`src/rtl/dac_feeder_pkg.sv`:
```
`default_nettype none
// ============================================================================
// Module      : dac_feeder_pkg
// Description : Shared types and constants for the DAC sample feeder slice.
//               sample_t        - 12-bit DAC sample word
//               feeder_state_t  - request/handshake FSM state encoding
// Revision    : 1.0 - initial release
// ============================================================================
package dac_feeder_pkg;

    typedef logic [11:0] sample_t;

    typedef enum logic [1:0] {
        IDLE      = 2'd0,
        REQUEST   = 2'd1,
        WAIT_DONE = 2'd2
    } feeder_state_t;

    localparam sample_t SAMPLE_MIDSCALE      = 12'h800;
    localparam int      DEFAULT_TICK_DIVISOR = 2268;

endpackage
`default_nettype wire

```
`src/rtl/sample_fifo.sv`:
```
`default_nettype none
// ============================================================================
// Module      : sample_fifo
// Description : Synchronous sample FIFO, DEPTH entries (power of two).
//               Pointers carry one extra bit so full and empty are distinct.
// Ports       : clock_50Mhz, reset (sync, active high)
//               push/push_data - write side (ignored when full)
//               pop            - read side (ignored when empty)
//               head_data      - oldest entry, valid when !empty
//               level          - occupancy 0..DEPTH
//               full, empty    - status flags
// Revision    : 1.0 - initial release
// ============================================================================
module sample_fifo
    import dac_feeder_pkg::*;
#(
    parameter int DEPTH = 16
) (
    input  logic                   clock_50Mhz,
    input  logic                   reset,
    input  logic                   push,
    input  sample_t                push_data,
    input  logic                   pop,
    output sample_t                head_data,
    output logic [$clog2(DEPTH):0] level,
    output logic                   full,
    output logic                   empty
);

    localparam int c_AW = $clog2(DEPTH);

    sample_t         r_mem [DEPTH];
    logic [c_AW:0]   r_wr_ptr;
    logic [c_AW:0]   r_rd_ptr;
    logic            w_do_push;
    logic            w_do_pop;

    // Same low bits with differing wrap bits means the writer is a full lap ahead.
    assign empty = (r_wr_ptr == r_rd_ptr);
    assign full  = (r_wr_ptr[c_AW] != r_rd_ptr[c_AW]) &&
                   (r_wr_ptr[c_AW-1:0] == r_rd_ptr[c_AW-1:0]);
    assign level = r_wr_ptr - r_rd_ptr;

    assign w_do_push = push && !full;
    assign w_do_pop  = pop && !empty;

    assign head_data = r_mem[r_rd_ptr[c_AW-1:0]];

    always_ff @(posedge clock_50Mhz) begin
        if (reset) begin
            r_wr_ptr <= '0;
            r_rd_ptr <= '0;
        end else begin
            if (w_do_push) begin
                r_wr_ptr <= r_wr_ptr + (c_AW+1)'(1);
            end
            if (w_do_pop) begin
                r_rd_ptr <= r_rd_ptr + (c_AW+1)'(1);
            end
        end
    end

    // Storage needs no reset; pointers alone define which entries are live.
    always_ff @(posedge clock_50Mhz) begin
        if (w_do_push) begin
            r_mem[r_wr_ptr[c_AW-1:0]] <= push_data;
        end
    end

endmodule
`default_nettype wire

```
`src/rtl/dac_sample_feeder.sv`:
```
`default_nettype none
// ============================================================================
// Module      : dac_sample_feeder
// Description : Buffers 12-bit samples and releases one per sample period to
//               the SPI DAC controller over the sendSample_n/isBusy handshake.
// Ports       : clock_50Mhz, reset (sync, active high), enable
//               in_sample/in_valid/in_ready - producer push interface
//               dac_sample, dac_sendSample_n - to controller (request low)
//               dac_isBusy                   - from controller (async domain)
//               fifo_level                   - FIFO occupancy 0..FIFO_DEPTH
//               underrun_pulse, missed_tick_pulse, timeout_pulse - events
// Revision    : 1.0 - initial release
// ============================================================================
module dac_sample_feeder
    import dac_feeder_pkg::*;
#(
    parameter int      TICK_DIVISOR = DEFAULT_TICK_DIVISOR,
    parameter int      FIFO_DEPTH   = 16,
    parameter int      REQ_TIMEOUT  = 256,
    parameter sample_t IDLE_SAMPLE  = SAMPLE_MIDSCALE
) (
    input  logic                        clock_50Mhz,
    input  logic                        reset,
    input  logic                        enable,
    input  logic [11:0]                 in_sample,
    input  logic                        in_valid,
    output logic                        in_ready,
    output logic [11:0]                 dac_sample,
    output logic                        dac_sendSample_n,
    input  logic                        dac_isBusy,
    output logic [$clog2(FIFO_DEPTH):0] fifo_level,
    output logic                        underrun_pulse,
    output logic                        missed_tick_pulse,
    output logic                        timeout_pulse
);

    localparam int c_TICK_W = $clog2(TICK_DIVISOR);
    localparam logic [c_TICK_W-1:0] c_TICK_LAST = c_TICK_W'(TICK_DIVISOR - 1);
    localparam int c_TO_W = $clog2(REQ_TIMEOUT + 1);
    localparam logic [c_TO_W-1:0] c_TO_LAST = c_TO_W'(REQ_TIMEOUT - 1);

    // ---------------------------------------------------------------- FIFO
    sample_t w_head;
    logic    w_full;
    logic    w_empty;
    logic    w_push;
    logic    w_pop;

    assign in_ready = !w_full;
    assign w_push   = in_valid && !w_full;

    sample_fifo #(
        .DEPTH (FIFO_DEPTH)
    ) u_fifo (
        .clock_50Mhz (clock_50Mhz),
        .reset       (reset),
        .push        (w_push),
        .push_data   (in_sample),
        .pop         (w_pop),
        .head_data   (w_head),
        .level       (fifo_level),
        .full        (w_full),
        .empty       (w_empty)
    );

    // -------------------------------------------------------- tick divider
    logic [c_TICK_W-1:0] r_tick_cnt;
    logic                w_tick;

    assign w_tick = enable && (r_tick_cnt == c_TICK_LAST);

    always_ff @(posedge clock_50Mhz) begin
        if (reset || !enable || w_tick) begin
            r_tick_cnt <= '0;
        end else begin
            r_tick_cnt <= r_tick_cnt + c_TICK_W'(1);
        end
    end

    // ------------------------------------------------- isBusy synchronizer
    logic r_busy_meta;
    logic r_busy_s;

    always_ff @(posedge clock_50Mhz) begin
        if (reset) begin
            r_busy_meta <= 1'b0;
            r_busy_s    <= 1'b0;
        end else begin
            r_busy_meta <= dac_isBusy;
            r_busy_s    <= r_busy_meta;
        end
    end

    // ----------------------------------------------------------------- FSM
    feeder_state_t     r_state;
    feeder_state_t     w_state_next;
    sample_t           r_sample;
    sample_t           w_sample_next;
    logic              r_send_n;
    logic              w_send_n_next;
    logic [c_TO_W-1:0] r_to_cnt;
    logic [c_TO_W-1:0] w_to_cnt_next;
    logic              r_underrun;
    logic              w_underrun_next;
    logic              r_missed;
    logic              w_missed_next;
    logic              r_timeout;
    logic              w_timeout_next;

    always_ff @(posedge clock_50Mhz) begin
        if (reset) begin
            r_state    <= IDLE;
            r_sample   <= IDLE_SAMPLE;
            r_send_n   <= 1'b1;
            r_to_cnt   <= '0;
            r_underrun <= 1'b0;
            r_missed   <= 1'b0;
            r_timeout  <= 1'b0;
        end else begin
            r_state    <= w_state_next;
            r_sample   <= w_sample_next;
            r_send_n   <= w_send_n_next;
            r_to_cnt   <= w_to_cnt_next;
            r_underrun <= w_underrun_next;
            r_missed   <= w_missed_next;
            r_timeout  <= w_timeout_next;
        end
    end

    always_comb begin
        w_state_next    = r_state;
        w_sample_next   = r_sample;
        w_send_n_next   = r_send_n;
        w_to_cnt_next   = r_to_cnt;
        w_pop           = 1'b0;
        w_underrun_next = 1'b0;
        w_missed_next   = 1'b0;
        w_timeout_next  = 1'b0;

        case (r_state)
            IDLE: begin
                // w_tick already implies enable, so a disabled feeder parks here.
                if (w_tick) begin
                    if (!w_empty) begin
                        w_sample_next = w_head;
                        w_pop         = 1'b1;
                    end else begin
                        // Repeat the last sample so the DAC output holds steady.
                        w_underrun_next = 1'b1;
                    end
                    w_send_n_next = 1'b0;
                    w_to_cnt_next = '0;
                    w_state_next  = REQUEST;
                end
            end

            REQUEST: begin
                w_missed_next = w_tick;
                if (r_busy_s) begin
                    w_send_n_next = 1'b1;
                    w_state_next  = WAIT_DONE;
                end else if (r_to_cnt == c_TO_LAST) begin
                    w_send_n_next  = 1'b1;
                    w_timeout_next = 1'b1;
                    w_state_next   = IDLE;
                end else begin
                    w_to_cnt_next = r_to_cnt + c_TO_W'(1);
                end
            end

            WAIT_DONE: begin
                w_missed_next = w_tick;
                if (!r_busy_s) begin
                    w_state_next = IDLE;
                end
            end

            default: begin
                w_send_n_next = 1'b1;
                w_state_next  = IDLE;
            end
        endcase
    end

    assign dac_sample        = r_sample;
    assign dac_sendSample_n  = r_send_n;
    assign underrun_pulse    = r_underrun;
    assign missed_tick_pulse = r_missed;
    assign timeout_pulse     = r_timeout;

endmodule
`default_nettype wire

```
`config.mk`:
```
export PLATFORM = sky130hd
export DESIGN_NAME = dac_sample_feeder
export DESIGN_NICKNAME = d
export VERILOG_FILES = /design/src/rtl/dac_feeder_pkg.sv /design/src/rtl/sample_fifo.sv /design/src/rtl/dac_sample_feeder.sv
export SDC_FILE = /design/constraint.sdc
export NUM_CORES = 1
export LEC_CHECK = 0
export CAP_MARGIN = 20
export CORE_ASPECT_RATIO = 1.4
export CORE_MARGIN = 5
export CORE_UTILIZATION = 30
export CTS_CLUSTER_DIAMETER = 120
export DETAILED_ROUTE_END_ITERATION = 16
export GPL_TIMING_DRIVEN = 0
export HOLD_SLACK_MARGIN = 0.02
export SLEW_MARGIN = 40
export SYNTH_ARGS = -nofsm -noshare
export SYNTH_HDL_FRONTEND = slang
export SYNTH_SLANG_ARGS = --single-unit
```
`constraint.sdc`:
```
create_clock -name clock_50Mhz -period 3.1 [get_ports clock_50Mhz]
set_input_delay 0.31 -clock clock_50Mhz [delete_from_list [all_inputs] [get_ports clock_50Mhz]]
set_output_delay 0.31 -clock clock_50Mhz [all_outputs]
set_load 0.005 [all_outputs]
```
* Yosys cells after proc, flatten, opt, wreduce, memory -nomap -nowiden
Memory sizes are Yosys's and may differ from the RTL's. A register that Yosys moved wholly into a read port is not among the register bits. Index checks and enable logic that the tools add are counted. W data, S select, Z words.
Word-level totals: bits in registers 39, memory bits (writable) 192, bits of input ports 17, output and inout port bits 22, word-level logic and storage cells 75, memories kept 1
Operators by class: add/sub/neg operators 5, equal/unequal tests 12, muxes and demuxes 20, bitwise logic cells 6, reduce and logical (&&, ||, !) cells 20
Memories:
- u_fifo.r_mem | depth 16, width 12, rd ports 1, clocked after Yosys merged registers in 1, wr ports 1, line sample_fifo.sv:32 | sample_t r_mem [DEPTH];
Operators with widths (count):
- $mux W9 | 3
- $pmux W9 S2 | 1
- $add A12 B1 Y12 const B | 1
- $eq A12 B12 Y1 const B | 1
- $add A5 B1 Y5 const B | 2
- $mux W1 | 10
- $add A9 B1 Y9 const B | 1
- $eq A9 B8 Y1 const B | 1
- $reduce_and A3 Y1 | 3
- $mux W2 | 4
- $ne A2 B2 Y1 const B | 4
- $not A1 Y1 | 6
- $pmux W2 S3 | 1
- $reduce_or A3 Y1 | 2
- $eq A5 B5 Y1 | 1
- $logic_and A1 B1 Y1 | 5
- $sub A5 B5 Y5 | 1
- $eq A4 B4 Y1 | 1
- $reduce_and A4 Y1 | 1
- $reduce_or A2 Y1 | 2
- $logic_not A1 Y1 | 3
- $ne A3 B3 Y1 const B | 1
- $pmux W1 S3 | 1
- $eq A2 B1 Y1 const B | 1
- other kinds (5) | 6

* Logic depth before layout (Yosys ltp)
Gate-level depths: netlist of run 1.
depth in word-level cells 7, depth in mapped cells 9, gate-level depth less buffers 8

* Modules after synthesis
A second synthesis of run 1 with hierarchy kept.
Unflattened totals: cells, all modules 615, area, all modules 9947.0 um^2
By module, submodules not included:
- sample_fifo | times used 1, cells an instance 400, area an instance 8041.5 um^2, sequential area each 6045.8 um^2
- dac_sample_feeder | times used 1, cells an instance 215, area an instance 1905.6 um^2, sequential area each 820.8 um^2

* Least setup slack after synthesis of run 1
Ideal clock, no wire load.
path kind reg2reg, start register u_fifo.r_rd_ptr[1], end memory u_fifo.r_mem[2][0] (netlist name), enable pin, arrival 2.655 ns, data required time 2.704 ns, slack 0.049 ns, cell stages (with the launch flop) 9, buffers on the path 2, clock period less this slack 3.051 ns, cell sequence dfxtp_1 -> clkbuf_1 -> clkbuf_1 -> inv_1 -> ha_1 -> nand4_1 -> o21a_1 -> nand2_1 -> nor3_1
On the way: longest elaborated chain between the ends 7
Ends and longest elaborated chain:
- from (decl) | line sample_fifo.sv:34 | logic [c_AW:0] r_rd_ptr;
- from (signal assigned) | line sample_fifo.sv:58 | r_rd_ptr <= r_rd_ptr + (c_AW+1)'(1);
- $eq A4 B4 Y1 (*) | line sample_fifo.sv:41 | (r_wr_ptr[c_AW-1:0] == r_rd_ptr[c_AW-1:0]);
- $logic_and A1 B1 Y1 (*) | line sample_fifo.sv:40 | assign full = (r_wr_ptr[c_AW] != r_rd_ptr[c_AW]) &&
- $logic_not A1 Y1 (*) | line sample_fifo.sv:44, dac_sample_feeder.sv:50
- $logic_and A1 B1 Y1 | line dac_sample_feeder.sv:50 | assign w_push = in_valid && !w_full;
- $logic_and A1 B1 Y1 (*) | line sample_fifo.sv:44 | assign w_do_push = push && !full;
- $mux W1 (*) | line sample_fifo.sv:65 | if (w_do_push) begin
- $mux W1 (implied by the code) (*) | line sample_fifo.sv:66 | r_mem[r_wr_ptr[c_AW-1:0]] <= push_data;
- to (decl) | line sample_fifo.sv:32
Every way passes the cells marked *; elsewhere a longest branch is shown, timed or not.

* Final worst setup path of run 1
start register u_fifo.r_rd_ptr[1], end memory u_fifo.r_mem[13][0] (netlist name), enable pin
The elaborated chain is that of the path after synthesis.

==> results of run 1 <==
==> layout make-up <==
class                   count  share of cell area, %
flip-flops and latches    243                   56.8
multi-input cells         313                   24.6
clock buffers              33                   5.73
well taps                 440                   4.60
repair buffers             47                   3.70
clock inverters            13                   2.56
plain buffers              33                   1.38
inverters                  20                  0.628
==> registers in the layout, indices dropped and copies added, names as in the netlist, 2 cells and up <==
signal and cells:
u_fifo.r_mem 192, dac_sample 12, r_tick_cnt 12, r_to_cnt 9, u_fifo.r_rd_ptr 5, u_fifo.r_wr_ptr 5
r_state 2
==> through the flow <==
step / hold slack, ns / instances / worst slack (ns) / util [%] / TNS (ns)
2_1_floorplan: 0.409 / 609 / 0.0490 / - / 0
3_3_place_gp: 0.428 / 1086 / -1.42 / 33.2 / -185.41
3_5_place_dp: 0.435 / 1095 / -0.572 / 33.7 / -50.32
4_1_cts: 0.296 / 1141 / 0.0547 / 36.9 / 0
5_1_grt: 0.321 / 1142 / 0.0661 / 36.9 / 0
6_report: 0.298 / 1142 / 0.216 / 36.9 / 0
==> worst max-delay path by stage <==
stage	endpoint	slack (ns)	cells after the start
after CTS	fifo_level[3]	0.05	8
after global placement	u_fifo.r_mem[2][2]$_DFFE_PP_	-1.42	8
final	u_fifo.r_mem[13][0]$_DFFE_PP_	0.22	9
after floorplan	u_fifo.r_mem[2][0]$_DFFE_PP_	0.05	8
after global routing	u_fifo.r_mem[13][0]$_DFFE_PP_	0.07	7
after detailed placement	dac_sample[11]$_SDFFE_PP1P_	-0.57	9
==> report_power, final <==
part	total [mW]	switching (mW)	internal, mW
sequential	3.56	0.0119	3.55
combinational	0.224	0.149	0.0754
clock	3.56	1.24	2.31
==> timing repair <==
item / in CTS / in global routing
hold endpoints to repair: 0 / 0
hold buffers: 0 / 0
setup endpoints to repair: 207 / 3
buffers inserted: 0 / 1
resized for setup: 7 / 5
pin swaps: 0 / 1
==> layer usage <==
layer  vias to the layer above  routed length (um)  GRT usage [%]  share of wire, %
met2                       148               11300           20.6                48
met3                        48                1150           2.22               4.9
met5                         -                  13              0             0.056
li1                       2556                   -              -                 -
met1                      2883               10100           17.3                43
met4                         2                 763           4.55               3.3
==> worst reg2reg max path: stages (launching register included) <==
cell and delay (ns):
dfxtp_2 0.37, buf_4 0.15, clkbuf_8 0.19, inv_1 0.06
ha_1 0.31, nand4_1 0.22, buf_4 0.17, o21a_1 0.23
nand2_1 0.28, nor2_4 0.52
==> cell usage in the layout (no fill, tap or decap), types with 20 or more instances in the layout <==
cell / count
mux4_2: 48
edfxtp_1: 192
dfxtp_1: 48
a21oi_1: 27
nor2_1: 28
clkbuf_1: 26
clkdlybuf4s50_1: 36
a22oi_1: 22
inv_1: 20
clkbuf_16: 25
==> logic make-up after synthesis <==
group,after synthesis,share of synthesized area [%]
and+or+nand+nor,122,6.51
adders and majority gates,17,2.24
AOI/OAI and AO/OA,104,6.99
muxes,52,11.4
buffers and inverters,53,2.29
xor gates and xnor gates,18,1.60
DFF,243,69.0
==> results.cfg, run 1 <==
[yosys]
yosysSeqAreaShare_pct = 69.0
async_flop_share_pct = 0
synth_area_um2 = 9840
synth_top_cells_by_count = 192 x edfxtp_1, 51 x dfxtp_1, 48 x mux4_2, 40 x nor2_1, 27 x a21oi_1
yosys.cell_count.top_type = edfxtp_1
yosysWarnings = 0
synth_top_area_share_pct = 58.6
netlist_instances = 609
ys_seq_elements = 243
synth.distinct_cells = 52
yosys_most_used_dff = edfxtp_1
syn_nets = 643
synth_area_leaders = edfxtp_1 59%, mux4_2 11%, dfxtp_1 10%, ha_1 2.0%, a22oi_1 1.7%
synth_top_cell_by_area = edfxtp_1
syn_area_per_cell_um2 = 16.2
synth_edf_count = 192

[critical_path]
cp_top_family = simple AND/OR/NAND/NOR gates
critPathLaunch = u_fifo.r_rd_ptr[1]$_SDFFE_PP0P_
end_kind = flip-flop
critPathMaxFanout = 12
path_buf_inv = 4
critPathArrivalTime_ns = 3.04
ff2ff_path_depth = 9
critPathRequiredTime_ns = 3.26
crit_top_cell = buf_4
critPathLaunchType = flip-flop
regToRegEndpoint = u_fifo.r_mem[13][0]$_DFFE_PP_
worstSetupPathType = reg -> reg
critical_path.max_stage_delay_ns = 0.52
slowest_stage = nor2_4
cp_cell_sequence = buf_4 > clkbuf_8 > inv_1 > ha_1 > nand4_1 > buf_4 > o21a_1 > nand2_1 > nor2_4
reg2reg_from = u_fifo.r_rd_ptr[1]$_SDFFE_PP0P_
rrSetupSlack_ns = 0.22

[sta]
min_period_ns = 2.88
finalCritPeriodShare_pct = 93.0
fmax_mhz = 347
hold_violations = 0
tightest_slew_ns = 0.833
finClkSkew_ns = 0.0219
final_max_slew_viol_count = 0
rsz0062_at_grt = false
setup_viol = 0
relSlewSlack_pct = 44.5

[global_route]
grt.total_usage_pct = 12.7
grt_pass1_wl_um = 35500
grt_max_degree = 17
grt_pass1_vias = 5707
grt_antenna_before_repair = 1
grt_overflow_total = 0

[hold_path]
min_to = u_fifo.r_rd_ptr[3]$_SDFFE_PP0P_
hold_class = in -> reg
holdPathStages = 3
hold_start = reset

[power]
irDropWorstVdd_mv = 0.427
power_density_nw_per_um2 = 614
leakage_nw = 3.72
power_mw = 7.34

[floorplanning]
core_area_um2 = 32400
ios = 39
die_x_um = 163
die_y_um = 224
start_util_pct = 30.4
fp.dieArea_um2 = 36600
rows = 78

[routing]
wl_um = 23300
routedWlPerCell_um = 20.4
routed_via_density = 4.94
ant_nets = 0
vias = 5637
dr.pass1.iters = 4
drt_drc_violations_left = 0
drt_iter0_markers = 453

[finish]
final-seq-area_um2 = 6790
nets = 717
fin_area_um2 = 12000
area_delta_synth_final_pct = 21.5
multiInputGateArea_um2 = 2940
antenna_cells = 0
nFillCells = 3099
drive_gt1_share_pct = 19.4

[job]
maxCapViolations = 0

[clocking]
cts.clk_slew.worst_paths_ns = 0.06
clockBufferDepth = 3
insertion_delay_ns = 0.54
root_buffer = clkbuf_16
numCtsBuffers = 25
cts.sinks = 243
htreeDepth = 1
cts_tree = yes

[place]
place.gp.congestion = 0.810
port-buffer-count = 37
place_area_um2 = 10900
dp_hpwl_um = 15400

[run_status]
status = finished, final reports clean
(Power assumes the default switching activity.)
==> inputs of run 2 (changes only) <==
==> constraint.sdc (replaced) <==
create_clock -name clock_50Mhz -period 3.3 [get_ports clock_50Mhz]
set_input_delay 0.33 -clock clock_50Mhz [delete_from_list [all_inputs] [get_ports clock_50Mhz]]
set_output_delay 0.33 -clock clock_50Mhz [all_outputs]
set_load 0.005 [all_outputs]
==> run 2 against run 1 <==
Setup slack worse by 0.039 ns. Die area did not move. Final cell count hardly changed. Total power is 6.1% lower. Flip-flop and latch count unchanged. Clock-buffer cell count is the same. Core utilization is 0.070 points lower. Largest cell class unchanged.
==> results.cfg, run 2 (synthesis gave the netlist of run 1 again) <==
[finish]
largest_reg_flops = 192
fin_area_um2 = 11900
final_core_util_pct = 36.8
layout_commonest_cell = edfxtp_1
area_delta_synth_final_pct = 21.3
fin_cells = 1141
antenna_cells = 0
drive_gt1_share_pct = 18.8
nets = 716
final_cell_mix = 192 x edfxtp_1, 51 x dfxtp_1, 48 x mux4_2

[routing]
wl_um = 23300
drt_drc_violations_left = 0
ant_nets = 0
drt_iter0_markers = 447
routedWlPerCell_um = 20.4
vias = 5662
dr.pass1.iters = 5
routed_via_density = 4.96

[sta]
holdWs_ns = 0.322
finClkSkew_ns = 0.0182
final_max_slew_viol_count = 0
relSlewSlack_pct = 44.4
worst_slack_ns = 0.177
hold_violations = 0
min_period_ns = 3.12
fmax_mhz = 320
setup_viol = 0
finalCritPeriodShare_pct = 94.6
rsz0062_at_grt = false
setup_tns_ns = 0
tightest_slew_ns = 0.834

[critical_path]
reg2reg_from = u_fifo.r_rd_ptr[1]$_SDFFE_PP0P_
critPathLaunchType = flip-flop
rrSetupSlack_ns = 0.30
critPathRequiredTime_ns = 2.97
ff2ff_path_depth = 9
end_kind = primary output
regToRegEndpoint = dac_sample[11]$_SDFFE_PP1P_
critPathMaxFanout = 10
critPathArrivalTime_ns = 2.79
critPathLaunch = u_fifo.r_rd_ptr[1]$_SDFFE_PP0P_
worstSetupPathType = reg -> out

[clocking]
cts.clk_slew.worst_paths_ns = 0.06
root_buffer = clkbuf_16
insertion_delay_ns = 0.54
htreeDepth = 1
post_cts.repair.setup_buffers = 0
clockBufferDepth = 3
cts_tree = yes
cts.sinks = 243
numCtsBuffers = 25

[hold_path]
holdPathStages = 3
min_to = u_fifo.r_rd_ptr[3]$_SDFFE_PP0P_
hold_start = reset
hold_class = in -> reg

[power]
power_switching_mw = 1.32
p_clk_share_pct = 48.4
swShare_pct = 19.1
irDropWorstVdd_mv = 0.399
p_comb_share_pct = 3.0
leakage_nw = 3.69
p_int_mw = 5.58
power_mw = 6.89
power_frac_seq_pct = 48.5
power_density_nw_per_um2 = 578

[floorplanning]
start_util_pct = 30.4
rows = 78
ios = 39
die_y_um = 224
core_area_um2 = 32400
fp.dieArea_um2 = 36600
die_x_um = 163

[place]
dpl_worst_slack_ns = -0.372
place.gp.congestion = 0.810
port-buffer-count = 37
dp_hpwl_um = 15400
place_area_um2 = 10900
placed_cells = 1095

[job]
maxCapViolations = 0

[run_status]
status = finished, final reports clean

[global_route]
grt.total_usage_pct = 12.7
grt_overflow_total = 0
grt_pass1_vias = 5707
grt_antenna_before_repair = 1
grt_pass1_wl_um = 35500
grt_max_degree = 17
-- run 2: critical path, cell delays in order (launching register included) --
cell	delay, ns
dfxtp_1	0.42
clkbuf_2	0.20
buf_4	0.22
inv_1	0.07
ha_1	0.31
a21o_1	0.17
a21oi_1	0.17
xnor2_1	0.16
clkdlybuf4s50_1	0.54
-- run 2: routing by layer --
metal / track usage, % / share of wire [%] / vias up
li1: - / - / 2551
met4: 4.47 / 3.4 / 2
met2: 20.7 / 48 / 172
met5: 0 / 0.056 / -
met3: 2.24 / 5.3 / 52
met1: 17.3 / 43 / 2885
-- run 2: worst max path at each step --
stage	to	slack, ns	cells past startpoint
2_1_floorplan	u_fifo.r_mem[2][0]$_DFFE_PP_	0.25	8
3_3_place_gp	u_fifo.r_mem[2][2]$_DFFE_PP_	-1.22	8
3_5_place_dp	dac_sample[11]$_SDFFE_PP1P_	-0.37	9
4_1_cts	fifo_level[3]	0.02	8
5_1_grt	fifo_level[3]	0.01	8
6_report	fifo_level[3]	0.18	8
-- run 2: timing repair --
item	in CTS	in global routing
endpoints found under the setup margin	152	3
gates resized for setup	4	2
hold buffers	0	0
-- run 2: final cells by class --
type	count	area (um^2)
plain buffers	33	156
well taps	440	551
clock buffers	33	686
repair buffers	46	433
fillers	3098	20500
flip-flops and latches	243	6790
multi-input cells	313	2940
inverters	20	75.1
clock inverters	13	307
-- run 2: power by group through the flow --
stage / combinational (mW) / sequential (mW) / clock (mW)
floorplan: 0.0873 / 3.41 / 0
global placement: 0.189 / 3.41 / 0
detailed placement: 0.208 / 3.41 / 0
CTS: 0.210 / 3.35 / 3.39
global route: 0.225 / 3.35 / 3.53
finish: 0.208 / 3.35 / 3.34
==> inputs of run 3 (changes only) <==
--- a/config.mk
+++ b/config.mk
@@ -13,6 +13,7 @@
 export DETAILED_ROUTE_END_ITERATION = 16
 export GPL_TIMING_DRIVEN = 0
 export HOLD_SLACK_MARGIN = 0.02
+export SETUP_SLACK_MARGIN = 0.3
 export SLEW_MARGIN = 40
 export SYNTH_ARGS = -nofsm -noshare
 export SYNTH_HDL_FRONTEND = slang
==> run 3 against run 2 <==
Clock skew increased by 0.0079 ns. Flip-flop and latch count unchanged. Register-to-register slack better by 0.13 ns. Worst hold slack improved by 0.0020 ns. Critical path depth unchanged.
==> results.cfg, run 3 (synthesis gave the netlist of run 1 again) <==
[sta]
relSlewSlack_pct = 44.6
fmax_mhz = 349
setup_viol = 0
tightest_slew_ns = 0.830
hold_violations = 0
worst_slack_ns = 0.432
finalCritPeriodShare_pct = 86.9
min_period_ns = 2.87
finClkSkew_ns = 0.0261
rsz0062_at_grt = true
final_max_slew_viol_count = 0
setup_tns_ns = 0

[floorplanning]
die_y_um = 224
start_util_pct = 30.4
die_x_um = 163
ios = 39
fp.dieArea_um2 = 36600
rows = 78
core_area_um2 = 32400

[finish]
nFillCells = 3105
final_core_util_pct = 36.3
largest_reg_flops = 192
fin_cells = 1141
area_delta_synth_final_pct = 19.6
nets = 716
final_cell_mix = 192 x edfxtp_1, 48 x mux4_2, 47 x dfxtp_1
layout_commonest_cell = edfxtp_1
drive_gt1_share_pct = 19.0
antenna_cells = 0

[critical_path]
critPathLaunch = u_fifo.r_rd_ptr[3]$_SDFFE_PP0P_
path_depth = 8
critical_path.max_stage_delay_ns = 0.44
ff2ff_path_depth = 8
cp_top_family = simple AND/OR/NAND/NOR gates
cp_cell_sequence = inv_1 > ha_1 > nand4_1 > o21a_1 > nand2_1 > nor3_2 > buf_4 > buf_4
reg2reg_from = u_fifo.r_rd_ptr[3]$_SDFFE_PP0P_
crit_top_cell = buf_4
critPathMaxFanout = 8
critPathRequiredTime_ns = 3.54
critPathArrivalTime_ns = 3.11
critPathLaunchType = flip-flop
worstSetupPathType = reg -> reg
path_buf_inv = 3
end_kind = flip-flop
slowest_stage = dfxtp_2

[clocking]
cts_tree = yes
cts.sinks = 243
cts_hold_buf = 0
insertion_delay_ns = 0.53
root_buffer = clkbuf_16
cts.clk_slew.worst_paths_ns = 0.06
clockBufferDepth = 3
numCtsBuffers = 26
htreeDepth = 1

[place]
dp_hpwl_um = 14900
dpl_worst_slack_ns = -0.399
place.gp.congestion = 0.811
placed_cells = 1092
port-buffer-count = 37

[power]
p_clk_share_pct = 43.5
p_comb_share_pct = 3.3
power_frac_seq_pct = 53.2
leakage_nw = 3.62
swShare_pct = 20.8
power_switching_mw = 1.31
power_mw = 6.29
power_density_nw_per_um2 = 534
p_int_mw = 4.98
irDropWorstVdd_mv = 0.326

[routing]
highest_layer = met4
met3_wirelength_um = 1270
drt_iter0_markers = 356
m1WireLength_um = 9390
routed_via_density = 4.95
dr.pass1.iters = 5
drt_drc_violations_left = 0
wl_um = 22900
vias = 5644
routedWlPerCell_um = 20.1
wl_met2_um = 11600
ant_nets = 0

[hold_path]
hold_class = in -> reg
hold_start = reset
holdPathStages = 3

[global_route]
grt_antenna_before_repair = 0
grt_max_degree = 17
grt_pass1_wl_um = 35000
grt.total_usage_pct = 12.5
grt_pass1_vias = 5811
grt_overflow_total = 0

[job]
maxCapViolations = 0

[run_status]
status = finished, final reports clean
-- run 3: cell types whose count changed in the layout (fill, tap and decap cells not counted), sizes merged --
cell and delta:
bufinv -8, dlygate4sd2 +1, clkinv +4, dlymetal6s2s +1, clkdlybuf4s50 -2, inv +1, clkinvlp +3
-- run 3: what timing repair did --
action,in CTS,in global routing
endpoints found under the setup margin,213,83
resized for setup,11,9
buffers inserted,1,0
pin swaps,0,2
-- run 3: final cells by class --
| cell class | count | area, um^2 | share of cell area [%] |
|---|---|---|---|
| Buffer | 33 | 173 | 1.47 |
| Timing Repair Buffer | 45 | 437 | 3.71 |
| Tap cell | 440 | 551 | 4.68 |
| Clock inverter | 13 | 97.6 | 0.829 |
| Inverter | 20 | 75.1 | 0.638 |
| Clock buffer | 34 | 702 | 5.97 |
| Sequential cell | 243 | 6790 | 57.7 |
| Multi-Input combinational cell | 313 | 2940 | 25.0 |
-- run 3: layer usage --
layer | track usage [%] | vias to the layer above
met1 | 15.7 | 2877
met3 | 2.36 | 43
met2 | 21.5 | 165
met5 | 0 | -
li1 | - | 2559
met4 | 4.66 | 0
-- run 3: power groups by stage --
stage / clock [mW] / sequential (mW) / combinational [mW]
2_1_floorplan: 0 / 3.41 / 0.0875
3_3_place_gp: 0 / 3.41 / 0.187
3_5_place_dp: 0 / 3.41 / 0.200
4_1_cts: 2.81 / 3.35 / 0.203
5_1_grt: 2.94 / 3.35 / 0.224
6_report: 2.74 / 3.35 / 0.205
-- run 3: final timing paths --
kind	end	slack [ns]
max	u_fifo.r_mem[1][7]$_DFFE_PP_	0.43
min	u_fifo.r_rd_ptr[3]$_SDFFE_PP0P_	0.32
max reg2reg	u_fifo.r_mem[1][7]$_DFFE_PP_	0.43
min reg2reg	r_busy_s$_SDFF_PP0_	0.44
-- run 3: through the flow --
step | hold WS (ns) | area, um^2
finish | 0.324 | 11800
global route | 0.358 | 11800
CTS | 0.314 | 11700
detailed placement | 0.425 | 10900
global placement | 0.418 | 10800
floorplan | 0.414 | 9850
-- run 3: worst reg2reg max path: stages (launching register included) --
cell and delay (ns):
dfxtp_2 0.44, inv_1 0.17, ha_1 0.37, nand4_1 0.29
o21a_1 0.28, nand2_1 0.23, nor3_2 0.36, buf_4 0.24
buf_4 0.19
